`src/rtl/calc_sequencer_if.sv`:
```
`default_nettype none
// +----------------------------------------------------------------------+
// | Module   : calc_sequencer_if                                         |
// | Brief    : Board-input / ALU / display bundle for calc_sequencer.     |
// |            master = sequencer view, slave = board + ALU view.        |
// | Revision : 1.0  initial release                                      |
// +----------------------------------------------------------------------+
interface calc_sequencer_if #(
  parameter int DATA_W = 4,
  parameter int OP_W   = 4,
  parameter int RES_W  = 8
);
  logic [DATA_W-1:0] in_number;
  logic [OP_W-1:0]   arif;
  logic [1:0]        key;
  logic              alu_done;
  logic [RES_W-1:0]  alu_result;
  logic [DATA_W-1:0] op_a;
  logic [DATA_W-1:0] op_b;
  logic [OP_W-1:0]   op_code;
  logic              alu_start;
  logic [RES_W-1:0]  result;
  logic              result_valid;
  logic              err;
  logic [2:0]        led;
  logic [2:0]        stage;

  modport master (
    input  in_number, arif, key, alu_done, alu_result,
    output op_a, op_b, op_code, alu_start, result, result_valid, err, led, stage
  );

  modport slave (
    output in_number, arif, key, alu_done, alu_result,
    input  op_a, op_b, op_code, alu_start, result, result_valid, err, led, stage
  );
endinterface
`default_nettype wire

```
`src/rtl/calc_sequencer.sv`:
```
`default_nettype none
// +----------------------------------------------------------------------+
// | Module   : calc_sequencer                                            |
// | Brief    : Debounces ENTER/CLEAR, collects operand A, operator and   |
// |            operand B, pulses alu_start, waits for alu_done with a    |
// |            timeout and holds the result for display.                 |
// | Options  : CALC_SEQ_CHAIN_EN - ENTER in S_SHOW (no error) reuses the |
// |            result as operand A and jumps straight to operator entry. |
// | Revision : 1.0  initial release                                      |
// +----------------------------------------------------------------------+
module calc_sequencer #(
  parameter int DATA_W      = 4,
  parameter int OP_W        = 4,
  parameter int RES_W       = 8,
  parameter int DB_CYCLES   = 500000,
  parameter int ALU_TIMEOUT = 16
) (
  input  logic             clk,
  input  logic             rst,
  calc_sequencer_if.master bus
);

  localparam int CNT_W = (DB_CYCLES > 1) ? $clog2(DB_CYCLES) : 1;
  localparam int TMO_W = $clog2(ALU_TIMEOUT + 1);

  typedef enum logic [2:0] {
    S_A    = 3'd0,
    S_OP   = 3'd1,
    S_B    = 3'd2,
    S_EXEC = 3'd3,
    S_SHOW = 3'd4
  } state_t;

  logic [1:0] press;

  // One debouncer per button: index 0 is ENTER, index 1 is CLEAR.
  for (genvar i = 0; i < 2; i++) begin : g_key
    logic [1:0]       sync_q, sync_d;
    logic [CNT_W-1:0] cnt_q, cnt_d;
    logic             armed_q, armed_d;
    logic             press_q, press_d;

    // Count consecutive low samples; fire once, then wait for release to rearm.
    always_comb begin
      sync_d  = {sync_q[0], bus.key[i]};
      cnt_d   = cnt_q;
      armed_d = armed_q;
      press_d = 1'b0;
      if (sync_q[1]) begin
        cnt_d   = '0;
        armed_d = 1'b1;
      end else if (armed_q) begin
        if (cnt_q == CNT_W'(DB_CYCLES - 1)) begin
          press_d = 1'b1;
          armed_d = 1'b0;
          cnt_d   = '0;
        end else begin
          cnt_d = cnt_q + CNT_W'(1);
        end
      end
    end

    // Synchronizer and debounce state registers (buttons idle high).
    always_ff @(posedge clk) begin
      if (rst) begin
        sync_q  <= 2'b11;
        cnt_q   <= '0;
        armed_q <= 1'b0;
        press_q <= 1'b0;
      end else begin
        sync_q  <= sync_d;
        cnt_q   <= cnt_d;
        armed_q <= armed_d;
        press_q <= press_d;
      end
    end

    assign press[i] = press_q;
  end

  state_t              state_q, state_d;
  logic [DATA_W-1:0]   op_a_q, op_a_d;
  logic [DATA_W-1:0]   op_b_q, op_b_d;
  logic [OP_W-1:0]     op_code_q, op_code_d;
  logic [RES_W-1:0]    result_q, result_d;
  logic                result_valid_q, result_valid_d;
  logic                err_q, err_d;
  logic [TMO_W-1:0]    tmo_q, tmo_d;
  logic                enter, clear;

  assign enter = press[0];
  assign clear = press[1];

  // Next-state and datapath updates; CLEAR overrides everything, ENTER steps the flow.
  always_comb begin
    state_d        = state_q;
    op_a_d         = op_a_q;
    op_b_d         = op_b_q;
    op_code_d      = op_code_q;
    result_d       = result_q;
    result_valid_d = result_valid_q;
    err_d          = err_q;
    tmo_d          = '0;
    if (clear) begin
      state_d        = S_A;
      op_a_d         = '0;
      op_b_d         = '0;
      op_code_d      = '0;
      result_d       = '0;
      result_valid_d = 1'b0;
      err_d          = 1'b0;
    end else begin
      case (state_q)
        S_A: begin
          if (enter) begin
            op_a_d  = ~bus.in_number;
            err_d   = 1'b0;
            state_d = S_OP;
          end
        end
        S_OP: begin
          if (enter) begin
            if (&bus.arif) begin
              err_d = 1'b1;
            end else begin
              op_code_d = bus.arif;
              err_d     = 1'b0;
              state_d   = S_B;
            end
          end
        end
        S_B: begin
          if (enter) begin
            op_b_d  = ~bus.in_number;
            state_d = S_EXEC;
          end
        end
        S_EXEC: begin
          // tmo_q counts cycles spent here; zero is the alu_start cycle.
          tmo_d = tmo_q + TMO_W'(1);
          if ((tmo_q != '0) && bus.alu_done) begin
            result_d       = bus.alu_result;
            result_valid_d = 1'b1;
            state_d        = S_SHOW;
            tmo_d          = '0;
          end else if (tmo_q == TMO_W'(ALU_TIMEOUT - 1)) begin
            result_d       = '0;
            result_valid_d = 1'b1;
            err_d          = 1'b1;
            state_d        = S_SHOW;
            tmo_d          = '0;
          end
        end
        S_SHOW: begin
          if (enter) begin
            result_valid_d = 1'b0;
`ifdef CALC_SEQ_CHAIN_EN
            if (err_q) begin
              state_d = S_A;
            end else begin
              op_a_d  = result_q[DATA_W-1:0];
              state_d = S_OP;
            end
`else
            state_d = S_A;
`endif
          end
        end
        default: state_d = S_A;
      endcase
    end
  end

  // Sequencer state and latched operands/result.
  always_ff @(posedge clk) begin
    if (rst) begin
      state_q        <= S_A;
      op_a_q         <= '0;
      op_b_q         <= '0;
      op_code_q      <= '0;
      result_q       <= '0;
      result_valid_q <= 1'b0;
      err_q          <= 1'b0;
      tmo_q          <= '0;
    end else begin
      state_q        <= state_d;
      op_a_q         <= op_a_d;
      op_b_q         <= op_b_d;
      op_code_q      <= op_code_d;
      result_q       <= result_d;
      result_valid_q <= result_valid_d;
      err_q          <= err_d;
      tmo_q          <= tmo_d;
    end
  end

  // Stage LEDs, active-low one-cold; all off while executing, all on when showing.
  always_comb begin
    bus.led = 3'b110;
    case (state_q)
      S_A:     bus.led = 3'b110;
      S_OP:    bus.led = 3'b101;
      S_B:     bus.led = 3'b011;
      S_EXEC:  bus.led = 3'b111;
      S_SHOW:  bus.led = 3'b000;
      default: bus.led = 3'b110;
    endcase
  end

  assign bus.alu_start    = (state_q == S_EXEC) && (tmo_q == '0);
  assign bus.op_a         = op_a_q;
  assign bus.op_b         = op_b_q;
  assign bus.op_code      = op_code_q;
  assign bus.result       = result_q;
  assign bus.result_valid = result_valid_q;
  assign bus.err          = err_q;
  assign bus.stage        = state_q;

endmodule
`default_nettype wire

```
`src/flat_wrapper.sv`:
```
// flat-port wrapper written by rule: the top's interface ports become plain ports
module calc_sequencer_flat 
#(
  parameter int DATA_W      = 4,
  parameter int OP_W        = 4,
  parameter int RES_W       = 8,
  parameter int DB_CYCLES   = 500000,
  parameter int ALU_TIMEOUT = 16
)
  (clk, rst, bus_in_number, bus_arif, bus_key, bus_alu_done, bus_alu_result, bus_op_a, bus_op_b, bus_op_code, bus_alu_start, bus_result, bus_result_valid, bus_err, bus_led, bus_stage);
  calc_sequencer_if #(.DATA_W(DATA_W), .OP_W(OP_W), .RES_W(RES_W)) bus_i ();
  input  logic clk;
  input  logic rst;
  input wire logic [$bits(bus_i.in_number)-1:0] bus_in_number;
  input wire logic [$bits(bus_i.arif)-1:0] bus_arif;
  input wire logic [$bits(bus_i.key)-1:0] bus_key;
  input wire logic [$bits(bus_i.alu_done)-1:0] bus_alu_done;
  input wire logic [$bits(bus_i.alu_result)-1:0] bus_alu_result;
  output wire logic [$bits(bus_i.op_a)-1:0] bus_op_a;
  output wire logic [$bits(bus_i.op_b)-1:0] bus_op_b;
  output wire logic [$bits(bus_i.op_code)-1:0] bus_op_code;
  output wire logic [$bits(bus_i.alu_start)-1:0] bus_alu_start;
  output wire logic [$bits(bus_i.result)-1:0] bus_result;
  output wire logic [$bits(bus_i.result_valid)-1:0] bus_result_valid;
  output wire logic [$bits(bus_i.err)-1:0] bus_err;
  output wire logic [$bits(bus_i.led)-1:0] bus_led;
  output wire logic [$bits(bus_i.stage)-1:0] bus_stage;
  assign bus_i.in_number = bus_in_number;
  assign bus_i.arif = bus_arif;
  assign bus_i.key = bus_key;
  assign bus_i.alu_done = bus_alu_done;
  assign bus_i.alu_result = bus_alu_result;
  assign bus_op_a = bus_i.op_a;
  assign bus_op_b = bus_i.op_b;
  assign bus_op_code = bus_i.op_code;
  assign bus_alu_start = bus_i.alu_start;
  assign bus_result = bus_i.result;
  assign bus_result_valid = bus_i.result_valid;
  assign bus_err = bus_i.err;
  assign bus_led = bus_i.led;
  assign bus_stage = bus_i.stage;
  calc_sequencer #(.DATA_W(DATA_W), .OP_W(OP_W), .RES_W(RES_W), .DB_CYCLES(DB_CYCLES), .ALU_TIMEOUT(ALU_TIMEOUT)) u_core (.clk(clk), .rst(rst), .bus(bus_i));
endmodule
```
`config.mk`:
```
export PLATFORM = sky130hd
export DESIGN_NAME = calc_sequencer_flat
export DESIGN_NICKNAME = d
export VERILOG_FILES = /design/src/rtl/calc_sequencer_if.sv /design/src/rtl/calc_sequencer.sv /design/src/flat_wrapper.sv
export SDC_FILE = /design/constraint.sdc
export NUM_CORES = 1
export LEC_CHECK = 0
export BUFFER_PORTS_ARGS = -buffer_cell sky130_fd_sc_hd__buf_4
export CORE_UTILIZATION = 45
export DETAILED_ROUTE_END_ITERATION = 8
export GPL_TIMING_DRIVEN = 0
export PLACE_DENSITY = 0.66
export RECOVER_POWER = 50
export SLEW_MARGIN = 20
export SYNTH_ARGS = -nofsm -noshare
export SYNTH_HDL_FRONTEND = slang
export SYNTH_SLANG_ARGS = --single-unit
```
`constraint.sdc`:
```
create_clock -name clk -period 5.35 [get_ports clk]
set_input_delay 0.8025 -clock clk [delete_from_list [all_inputs] [get_ports clk]]
set_output_delay 0.8025 -clock clk [all_outputs]
set_load 0.01 [all_outputs]
```
# --- Yosys cells after proc, flatten, opt, wreduce, memory -nomap -nowiden ---
# Index checks and enable logic that the tools add are counted.
op_classes:
  addsub: 3
  multipliers: 0
  n_div: 0
  magnitude_cmp: 0
  eq_ne: 15
  shifts: 0
  muxes: 29
  bitwise_logic: 5
  reduce_logical: 22
op_table:
  columns: ["cell", "count"]
  rows:
  - ["$add A19 B1 Y19 const B", 2]
  - ["$eq A19 B19 Y1 const B", 2]
  - ["$mux W19", 2]
  - ["$mux W3", 7]
  - ["$mux W8", 2]
  - ["$pmux W3 S5", 1]
  - ["$mux W1", 14]
  - ["$pmux W3 S4", 1]
  - ["$ne A2 B1 Y1 const B", 5]
  - ["$eq A3 B2 Y1 const B", 2]
  - ["$reduce_and A2 Y1", 3]
  - ["$reduce_and A3 Y1", 2]
  - ["$reduce_and A6 Y1", 1]
  - ["$reduce_or A2 Y1", 3]
  - ["$reduce_or A3 Y1", 2]
  - ["$add A5 B1 Y5 const B", 1]
  - ["$eq A5 B4 Y1 const B", 1]
  - ["$logic_not A5 Y1", 1]
  - ["$reduce_and A5 Y1", 1]
  - ["$reduce_bool A5 Y1", 1]
  - ["$reduce_or A5 Y1", 1]
  - ["$ne A2 B2 Y1 const B", 2]
  - ["$not A1 Y1", 4]
  - ["$not A4 Y4", 1]
  - ["10 further kinds", 12]
word_totals:
  reg_bits: 76
  latch_bits: 0
  ramBits: 0
  mem_bits_ro: 0
  in_bits: 21
  word_cells: 90
  memories: 0

# --- Depth between registers and ports, before layout ---
# Gate-level depths: netlist of the first run.
depth:
  depth_word: 4
  depth_mapped: 7
  depth_no_buf: 7

# --- Worst setup path after synthesis of the first run ---
# Ideal clock, no wire load.
synth_path:
  path_kind: "reg-to-output"
  start: "register u_core.state_q[0] (netlist: u_core.bus.stage[0])"
  end: "output port bus_alu_start"
  arrival_time_ns: 1.218
  required_time_ns: 4.548
  slack_ns: 3.330
  path_stages_with_launch: 5
  path_cell_list: "dfxtp_1 -> clkbuf_1 -> nand3b_1 -> clkbuf_1 -> nor2_1"
synth_between:
  elab_chain_cells: 2
synth_rtl:
  columns: ["element", "line", "text"]
  rows:
  - ["start, declared", "calc_sequencer.sv:81", "state_t state_q, state_d;"]
  - ["start signal, assigned", "calc_sequencer.sv:186", "state_q <= state_d;"]
  - ["$eq A3 B2 Y1", "calc_sequencer.sv:210", "assign bus.alu_start = (state_q == S_EXEC) && (tmo_q == '0);"]
  - ["$logic_and A1 B1 Y1", "calc_sequencer.sv:210", null]
  - ["end, declared", "flat_wrapper.sv:22", "output wire logic [$bits(bus_i.alu_start)-1:0] bus_alu_start;"]
# Every way passes these cells.

# --- Worst setup path after layout of the first run ---
# Ends and elaborated chain as after synthesis.

==> results of run 1 <==
[cell families after synthesis]
kind of cell,after synthesis
XOR/XNOR,26
buffers and inverters,27
AO/OA/AOI/OAI,75
multiplexers,3
AND/OR/NAND/NOR,153
adder cells (fa/ha/maj),5
flip-flops,76
[how the worst max path moves through the flow]
stage | startpoint | slack, ps | cells after the start | to
after floorplan | u_core.bus.stage[0]$_SDFFE_PP0P_ | 3330 | 4 | bus_alu_start
after global placement | u_core.g_key[0].cnt_q[8]$_SDFFE_PP0P_ | 3040 | 5 | u_core.g_key[0].cnt_q[4]$_SDFFE_PP0P_
after detailed placement | u_core.g_key[0].cnt_q[8]$_SDFFE_PP0P_ | 3080 | 5 | u_core.g_key[0].cnt_q[4]$_SDFFE_PP0P_
after CTS | u_core.bus.stage[0]$_SDFFE_PP0P_ | 2730 | 5 | bus_alu_start
after global routing | u_core.g_key[1].cnt_q[0]$_SDFFE_PP0P_ | 2550 | 6 | u_core.g_key[1].cnt_q[13]$_SDFFE_PP0P_
final | u_core.bus.stage[0]$_SDFFE_PP0P_ | 2780 | 5 | bus_alu_start
[per-layer routing]
layer / GRT usage (%) / share of wire, % / up-vias
li1: - / - / 1438
met1: 26.3 / 49 / 1292
met2: 31.6 / 44 / 52
met3: 5.02 / 4.4 / 14
met4: 9.24 / 2.3 / 0
met5: 0 / 0 / -
[flip-flops by register name, indices dropped and copies added, names as in the netlist, 3 cells and up]
register             count
u_core.g_key.cnt_q      38
u_core.tmo_q             5
u_core.bus.op_code       4
u_core.bus.op_a          4
u_core.bus.op_b          4
u_core.bus.result        8
u_core.g_key.sync_q      4
u_core.bus.stage         3
[where the power goes]
part	leakage, nW	switching, mW	internal, mW	total, mW
clock	0.0979	0.206	0.223	0.429
sequential	0.614	0.00261	0.568	0.570
combinational	0.569	0.0136	0.0127	0.0263
[cells in the mapped netlist (3+ instances only)]
master and instances:
nor4b_1 4, inv_1 15, a21oi_1 29, o221a_2 3, or4_1 5, or3_1 6
nor4_1 4, nor3_1 4, o21ai_0 20, clkbuf_1 12, nand2_1 26, nand3b_1 3
and3_1 8, and4_1 4, xnor2_1 10, o31ai_1 6, a211oi_1 9, nand3_1 15
or2_2 6, nand4_2 3, dfxtp_1 76, ha_1 5, xor2_1 16, nor2_1 44
nand4_1 8
[layout make-up]
class                   instances  area (um2)  area share, %
repair buffers                 49         270           7.05
inverters                      15        56.3           1.47
multi-input cells             262        1630           42.5
well taps                      96         120           3.13
flip-flops and latches         76        1520           39.7
clock buffers                  10         138           3.59
clock inverters                 5        52.6           1.37
plain buffers                  12        45.0           1.17
[per-stage QoR]
stage	instance area [um2]	total power, mW
floorplan	3260	0.593
global placement	3750	0.610
detailed placement	3750	0.610
CTS	3940	1.04
global route	3830	1.07
finish	3830	1.03
[worst max-delay path: cells and delay by family, from the launching register on]
family                 cells  cell delay [ps]
DFF                        1              360
buffers and inverters      3              740
and+or+nand+nor            2              320
[placed cells by master (no fill, tap or decap), types with 3 or more instances in the layout]
cell type / n
dfxtp_1: 76
nor2_1: 44
clkbuf_1: 38
a21oi_1: 29
nand2_1: 26
buf_4: 23
o21ai_0: 21
xor2_1: 16
inv_1: 15
nand3_1: 15
xnor2_1: 10
clkbuf_8: 10
a211oi_1: 9
and3_1: 8
nand4_1: 8
or2_2: 6
o31ai_1: 6
or3_1: 6
nor4b_1: 5
or4_1: 5
ha_1: 5
nor3_1: 4
and4_1: 4
nor4_1: 4
nand3b_1: 3
o221a_2: 3
nand4_2: 3
clkinv_2: 3
==> flow_summary.yaml, run 1 <==
die:
  core.rowCount: 30
  coreArea_um2: 6910
  die_w_um: 87.1
  io-pin-count: 50
  start_util_pct: 47.2
  die_area_um2: 7590
  die_h_um: 87.1
logic_synthesis:
  synth_edf_count: 0
  ys_seq_area_share_pct: 46.7
  yosys_warnings: 0
  synth.mux.area_fraction_pct: 0.960
  yosys-top-cells-area: "dfxtp_1 (47%), nor2_1 (5.1%), a21oi_1 (4.5%), xor2_1 (4.3%), o21ai_0 (3.1%)"
  synth_largest_area_cell: "dfxtp_1"
  ys_seq_elements: 76
  synth_cells: 365
  synthesis.area_um2: 3260
  synth_top_family_by_area: "simple AND/OR/NAND/NOR gates"
  yosys.area_share.simple_pct: 26.2
  synth_fa_ha_area_share_pct: 1.92
  synth_compound_area_share_pct: 14.1
  synthFlopType: "dfxtp_1"
  synth_fp_nets: 391
  synth_xor_area_share_pct: 6.99
  synth_cell_types: 43
  synth_top_area_share_pct: 46.7
  synth_area_per_cell_um2: 8.93
  async_flop_share_pct: 0
clocking:
  tritoncts: "done"
  cts_setup_buffers: 0
  cts_buffers: 9
  cts_hold_buf: 0
  path_clk_slew_ps: 70
  cts_resized: 0
  cts.sinks: 76
  insertion_delay_ps: 340
  cts_buffer_depth: 2
  root_buffer: "clkbuf_8"
  htree_levels: 3
global_route:
  grt_pass1_vias: 2562
  antenna_found_initial: 0
  grt_start_max_net_pins: 13
  grt_overflow: 0
  grt_pass1_wl_um: 11900
  grt_usage_pct: 20.2
hold_path:
  min_to: "u_core.g_key[1].sync_q[1]$_SDFF_PP1_"
  hold_start: "u_core.g_key[1].sync_q[0]$_SDFF_PP1_"
  min_path_type: "flop to flop"
  hold_path_depth: 1
setup_path:
  arrival_ps: 1770
  timing.rr.end: "u_core.g_key[1].cnt_q[13]$_SDFFE_PP0P_"
  cp_cell_sequence: "clkbuf_1 -> nand3b_1 -> clkbuf_1 -> nor2_1 -> buf_4"
  crit_path_max_incr_delay_ps: 360
  ff2ff_setup_slack_ps: 2850
  start_kind: "flop"
  rr_startpoint: "u_core.g_key[1].cnt_q[0]$_SDFFE_PP0P_"
  endpoint_kind: "primary output"
  cp.required_ps: 4550
  worstPathMaxFanout: 10
  slowest_stage: "dfxtp_1"
  worstSetupPathType: "flop to primary output"
  crit_top_cell: "clkbuf_1"
  ff2ff_path_depth: 6
layout:
  area_delta_synth_final_pct: 17.6
  fillers: 670
  antenna-diode-count: 0
  nets: 451
  drive_gt1_share_pct: 13.3
  fin_cells: 525
  finish.utilization_pct: 55.5
run_status:
  status: "completed"
timing:
  fin_crit_ps: 2570
  tightest_slew_ps: 1330
  totalNegativeSetupSlack_ps: 0
  final.setup.worst_slack_ps: 2780
  fmax_mhz: 389
  rsz0062_at_grt: "no"
  finalSetupViolations: 0
  finalCritPeriodShare_pct: 48.0
  slew_viol_final: 0
  whs_ps: 408
  fin_skew_ps: 5.79
  hold_viol: 0
  max_slew_margin_pct: 9.82
detailed_routing:
  ant_nets: 0
  drt_pass1_iterations: 4
  vias_per_cell: 5.33
  wl_per_cell_um: 13.4
  drt_iter0_markers: 141
  num_vias: 2796
  wl_um: 7010
  route.detailed.drc: 0
placement:
  dp_slack_ps: 3080
  dp.cells: 510
  gp_congestion: 0.836
  portBuffers: 49
  dp_hpwl_um: 5090
power:
  power.leakage_nw: 1.28
  powerDensity_nw_per_um2: 267
  max-vdd-ir-drop_uv: 156
flow_run:
  max_cap_viol_count: 0
Power figures use the tool's default switching activity.
==> run 2: changes to the inputs <==
==> constraint.sdc (replaced) <==
create_clock -name clk -period 2.65 [get_ports clk]
set_input_delay 0.3975 -clock clk [delete_from_list [all_inputs] [get_ports clk]]
set_output_delay 0.3975 -clock clk [all_outputs]
set_load 0.01 [all_outputs]
==> run 2 against run 1 <==
Against the previous run:
- clock power grew 100%
- combinational power increased by 100%
- via count rose by 0.29%
- first-iteration DRC count up 2.1%
- worst hold slack worse by 180 ps
- sequential power rose by 100%
- final cell count is the same
- non-clock buffer count stayed put
- sequential share of layout area unchanged
- total power increased by 100%
- largest cell class unchanged
==> flow_summary.yaml, run 2 (synthesized netlist as in run 1, its figures left out) <==
clocking:
  path_clk_slew_ps: 80
  cts.sinks: 76
  root_buffer: "clkbuf_8"
  cts_buffer_depth: 2
  cts_resized: 0
  htree_levels: 3
  insertion_delay_ps: 340
  cts_setup_buffers: 0
  cts_hold_buf: 0
  cts_buffers: 9
  tritoncts: "done"
die:
  die_w_um: 87.1
  start_util_pct: 47.2
  die_h_um: 87.1
  coreArea_um2: 6910
  io-pin-count: 50
  core.rowCount: 30
  die_area_um2: 7590
layout:
  layout_common_cells: "dfxtp_1 (76), nor2_1 (44), clkbuf_1 (38), a21oi_1 (29), nand2_1 (26)"
  area_delta_synth_final_pct: 17.6
  largest_reg_flops: 38
  regArea_um2: 1520
  nets: 451
  finish.utilization_pct: 55.5
  largest_register: "u_core.g_key.cnt_q"
  layout_commonest_cell: "dfxtp_1"
  fillers: 670
  multi_input_area_um2: 1630
  drive_gt1_share_pct: 13.3
  antenna-diode-count: 0
detailed_routing:
  num_vias: 2804
  drt_iter0_markers: 144
  ant_nets: 0
  wl_per_cell_um: 13.4
  route.detailed.drc: 0
  vias_per_cell: 5.34
  drt_pass1_iterations: 4
  wl_um: 7020
timing:
  max_slew_margin_pct: 9.82
  tightest_slew_ps: 1330
  finalSetupViolations: 0
  finalCritPeriodShare_pct: 88.1
  fin_skew_ps: 5.20
  rsz0062_at_grt: "no"
  totalNegativeSetupSlack_ps: 0
  hold_viol: 0
  slew_viol_final: 0
  fmax_mhz: 428
  fin_crit_ps: 2330
global_route:
  grt_pass1_vias: 2562
  grt_usage_pct: 20.2
  use_met3_pct: 5.02
  grt_busiest_layer: "met2"
  grt_pass1_wl_um: 11900
  grt_start_max_net_pins: 13
  grt_overflow: 0
  use_met1_pct: 26.3
  antenna_found_initial: 0
  grt_use_met2_pct: 31.6
hold_path:
  hold_path_depth: 2
  hold_start: "bus_in_number[2]"
  min_to: "u_core.bus.op_b[2]$_SDFFE_PP0P_"
  min_path_type: "input port to flop"
setup_path:
  worstPathMaxFanout: 10
  arrival_ps: 2550
  slowest_stage: "o31ai_2"
  timing.rr.end: "u_core.g_key[0].cnt_q[4]$_SDFFE_PP0P_"
  rr_startpoint: "u_core.g_key[0].cnt_q[8]$_SDFFE_PP0P_"
  crit_path_max_incr_delay_ps: 610
  endpoint_kind: "flop"
  cp.required_ps: 2870
  path_buf_inv: 1
  ff2ff_path_depth: 5
  ff2ff_setup_slack_ps: 320
  cpLargestDelayFamily: "simple AND/OR/NAND/NOR gates"
  cp_cell_sequence: "nor4b_1 -> nand4b_1 -> o31ai_2 -> clkbuf_1 -> nor2_1"
  start_kind: "flop"
  worstSetupPathType: "flop to flop"
power:
  power.leakage_nw: 1.28
  max-vdd-ir-drop_uv: 316
  powerDensity_nw_per_um2: 540
  p_int_mw: 1.62
  p_seq_share_pct: 55.6
  p_switching_uw: 449
  switching_share_pct: 21.7
  p_comb_share_pct: 2.6
  power_frac_clock_pct: 41.8
placement:
  portBuffers: 49
  gp_congestion: 0.836
  dp_hpwl_um: 5090
flow_run:
  max_cap_viol_count: 0
run_status:
  status: "completed"
==> run 2: changes by cell type in the layout (fill, tap and decap cells not counted) <==
cell | before | now
o21ai_0 | 21 | 20
o21ai_1 | 0 | 1
==> run 2: worst max path at each step <==
stage,depth (start not counted),from,slack [ps],end
4_1_cts,5,u_core.g_key[0].cnt_q[8]$_SDFFE_PP0P_,360,u_core.g_key[0].cnt_q[4]$_SDFFE_PP0P_
3_5_place_dp,5,u_core.g_key[0].cnt_q[8]$_SDFFE_PP0P_,380,u_core.g_key[0].cnt_q[4]$_SDFFE_PP0P_
2_1_floorplan,4,u_core.g_key[1].cnt_q[7]$_SDFFE_PP0P_,900,u_core.g_key[1].cnt_q[15]$_SDFFE_PP0P_
6_report,5,u_core.g_key[0].cnt_q[8]$_SDFFE_PP0P_,320,u_core.g_key[0].cnt_q[4]$_SDFFE_PP0P_
5_1_grt,5,u_core.g_key[0].cnt_q[8]$_SDFFE_PP0P_,70,u_core.g_key[0].cnt_q[8]$_SDFFE_PP0P_
3_3_place_gp,5,u_core.g_key[0].cnt_q[8]$_SDFFE_PP0P_,340,u_core.g_key[0].cnt_q[4]$_SDFFE_PP0P_
==> run 2: power groups by stage <==
stage | clock, mW | combinational (mW) | sequential [mW]
after global placement | 0 | 0.0538 | 1.18
after detailed placement | 0 | 0.0541 | 1.18
final | 0.867 | 0.0532 | 1.15
after floorplan | 0 | 0.0200 | 1.18
after CTS | 0.894 | 0.0543 | 1.15
after global routing | 0.945 | 0.0581 | 1.15
==> run 2: metal layers <==
layer,routed length (um),vias to the layer above
met4,162,0
met5,0,-
li1,-,1437
met3,292,14
met2,3100,47
met1,3460,1306
==> run 2: worst register-to-register path: stages, from the launching register on <==
cell and delay (ps):
dfxtp_1 440, nor4b_1 390, nand4b_1 260, o31ai_2 610, clkbuf_1 410, nor2_1 100
==> run 2: through the flow <==
stage               area [um2]  power [mW]  hold slack, ps  worst slack [ps]  std cells
floorplan                 3260        1.20             389               901        365
global placement          3750        1.23             392               335        510
detailed placement        3750        1.23             395               380        510
CTS                       3940        2.10             212               356        525
global route              3830        2.15             212              65.2        525
finish                    3830        2.07             232               315        525
==> run 2: area by class of cell <==
| cell class | count | area share (%) |
|---|---|---|
| Sequential cell | 76 | 39.7 |
| Inverter | 15 | 1.47 |
| Buffer | 12 | 1.17 |
| Clock buffer | 10 | 3.59 |
| Timing Repair Buffer | 49 | 7.05 |
| Tap cell | 96 | 3.13 |
| Multi-Input combinational cell | 262 | 42.5 |
| Clock inverter | 5 | 1.37 |
==> run 3: changes to the inputs <==
--- a/config.mk
+++ b/config.mk
@@ -8,7 +8,7 @@
 export BUFFER_PORTS_ARGS = -buffer_cell sky130_fd_sc_hd__buf_4
 export CORE_UTILIZATION = 45
 export DETAILED_ROUTE_END_ITERATION = 8
-export GPL_TIMING_DRIVEN = 0
+export GPL_TIMING_DRIVEN = 1
 export PLACE_DENSITY = 0.66
 export RECOVER_POWER = 50
 export SLEW_MARGIN = 20
==> run 3 against run 2 <==
Against the previous run:
- final cell count decreased by 1.3%
- via count is 2.6% lower
- non-clock buffer count shrank 8
==> flow_summary.yaml, run 3 (synthesized netlist as in run 1, its figures left out) <==
setup_path:
  ff2ff_path_depth: 6
  rr_startpoint: "u_core.g_key[1].cnt_q[0]$_SDFFE_PP0P_"
  start_kind: "flop"
  cpLargestDelayFamily: "flip-flops"
  slowest_stage: "dfxtp_1"
  crit_path_max_incr_delay_ps: 600
  path_buf_inv: 1
  endpoint_kind: "primary output"
  cp.required_ps: 2250
  worstPathMaxFanout: 12
  cp_cell_sequence: "nand3b_1 -> nor2_1 -> buf_4"
  worstSetupPathType: "flop to primary output"
  cp.depth: 3
  crit_end: "bus_alu_start"
  arrival_ps: 1690
  ff2ff_setup_slack_ps: 590
  timing.rr.end: "u_core.g_key[1].cnt_q[8]$_SDFFE_PP0P_"
  crit_start: "u_core.bus.stage[0]$_SDFFE_PP0P_"
global_route:
  antenna_found_initial: 0
  grt_pass1_wl_um: 11600
  grt_usage_pct: 19.6
  use_met3_pct: 4.08
  grt_use_met2_pct: 31.4
  use_met1_pct: 25.4
  grt_overflow: 0
  grt_pass1_vias: 2542
  grt_start_max_net_pins: 24
  grt_busiest_layer: "met2"
clocking:
  tritoncts: "done"
  cts.sinks: 76
  cts_buffer_depth: 2
  htree_levels: 3
  root_buffer: "clkbuf_8"
  cts_resized: 0
  cts_hold_buf: 0
  cts_setup_buffers: 0
  cts_buffers: 9
  insertion_delay_ps: 350
  path_clk_slew_ps: 80
die:
  die_w_um: 87.1
  start_util_pct: 47.2
  coreArea_um2: 6910
  io-pin-count: 50
  core.rowCount: 30
  die_h_um: 87.1
  die_area_um2: 7590
layout:
  area_delta_synth_final_pct: 17.4
  antenna-diode-count: 0
  largest_reg_flops: 38
  nets: 443
  layout_common_cells: "dfxtp_1 (76), nor2_1 (44), a21oi_1 (29), clkbuf_1 (28)"
  largest_register: "u_core.g_key.cnt_q"
  drive_gt1_share_pct: 14.2
  layout_commonest_cell: "dfxtp_1"
timing:
  whs_ps: 231
  hold_viol: 0
  finalCritPeriodShare_pct: 78.6
  fin_skew_ps: 6.83
  rsz0062_at_grt: "no"
  max_slew_margin_pct: 9.93
  final.setup.worst_slack_ps: 567
  fin_crit_ps: 2080
  totalNegativeSetupSlack_ps: 0
  fmax_mhz: 480
  slew_viol_final: 0
  finalSetupViolations: 0
  tightest_slew_ps: 1330
detailed_routing:
  route.detailed.drc: 0
  vias_per_cell: 5.27
  wl_um: 6840
  drt_pass1_iterations: 4
  ant_nets: 0
  wl_per_cell_um: 13.2
  drt_iter0_markers: 124
  num_vias: 2732
placement:
  dp_hpwl_um: 4810
  dp_slack_ps: 746
  portBuffers: 49
  gp_congestion: 0.807
run_status:
  status: "completed"
hold_path:
  min_path_type: "input port to flop"
power:
  max-vdd-ir-drop_uv: 317
  powerDensity_nw_per_um2: 549
  power.leakage_nw: 1.29
  finalPower_mw: 2.10
flow_run:
  max_cap_viol_count: 0
run 3: cell types whose count changed in the layout (fill, tap and decap cells not counted):
cell      delta
clkbuf_1    -10
buf_4        +3
clkbuf_8     +1
clkinv_2     -1
o21ai_0      +1
o21ai_1      -1
run 3: cell type report:
type | instances | area [um2]
fill | 674 | 3080
multi-input combinational | 262 | 1630
sequential | 76 | 1520
timing repair buffer | 53 | 297
clock buffer | 12 | 155
tap | 96 | 120
inverter | 15 | 56.3
clock inverter | 4 | 47.5
run 3: worst reg2reg max path, delay by kind of cell (launching register included):
kind | cells | cell delay, ps
fa+ha+maj | 1 | 240
simple gates | 3 | 580
buf+inv | 1 | 550
flops | 1 | 390
compound gates | 1 | 170
run 3: stage by stage:
step                util (%)  instances  cell area, um2
floorplan                  -        365            3260
global placement        54.0        502            3730
detailed placement      54.0        502            3730
CTS                     57.0        518            3940
global route            55.4        518            3830
finish                  55.4        518            3830
run 3: where the power goes:
part	switching [mW]	internal, mW
Clock	0.416	0.484
Sequential	0.00503	1.15
Combinational	0.0254	0.0248
run 3: layer usage:
layer	routed length (um)	vias up
met5	0	-
met4	121	0
met3	282	10
met2	3050	49
met1	3380	1257
li1	-	1416
run 3: worst min-delay path by stage:
| stage | from | slack, ps | cells past startpoint | end |
|---|---|---|---|---|
| floorplan | u_core.g_key[0].sync_q[0]$_SDFF_PP1_ | 390 | 1 | u_core.g_key[0].sync_q[1]$_SDFF_PP1_ |
| global placement | u_core.g_key[0].sync_q[0]$_SDFF_PP1_ | 390 | 1 | u_core.g_key[0].sync_q[1]$_SDFF_PP1_ |
| detailed placement | u_core.g_key[1].sync_q[0]$_SDFF_PP1_ | 400 | 1 | u_core.g_key[1].sync_q[1]$_SDFF_PP1_ |
| CTS | bus_in_number[1] | 220 | 2 | u_core.bus.op_a[1]$_SDFFE_PP0P_ |
| global route | bus_in_number[3] | 210 | 2 | u_core.bus.op_b[3]$_SDFFE_PP0P_ |
| finish | bus_in_number[3] | 230 | 2 | u_core.bus.op_b[3]$_SDFFE_PP0P_ |
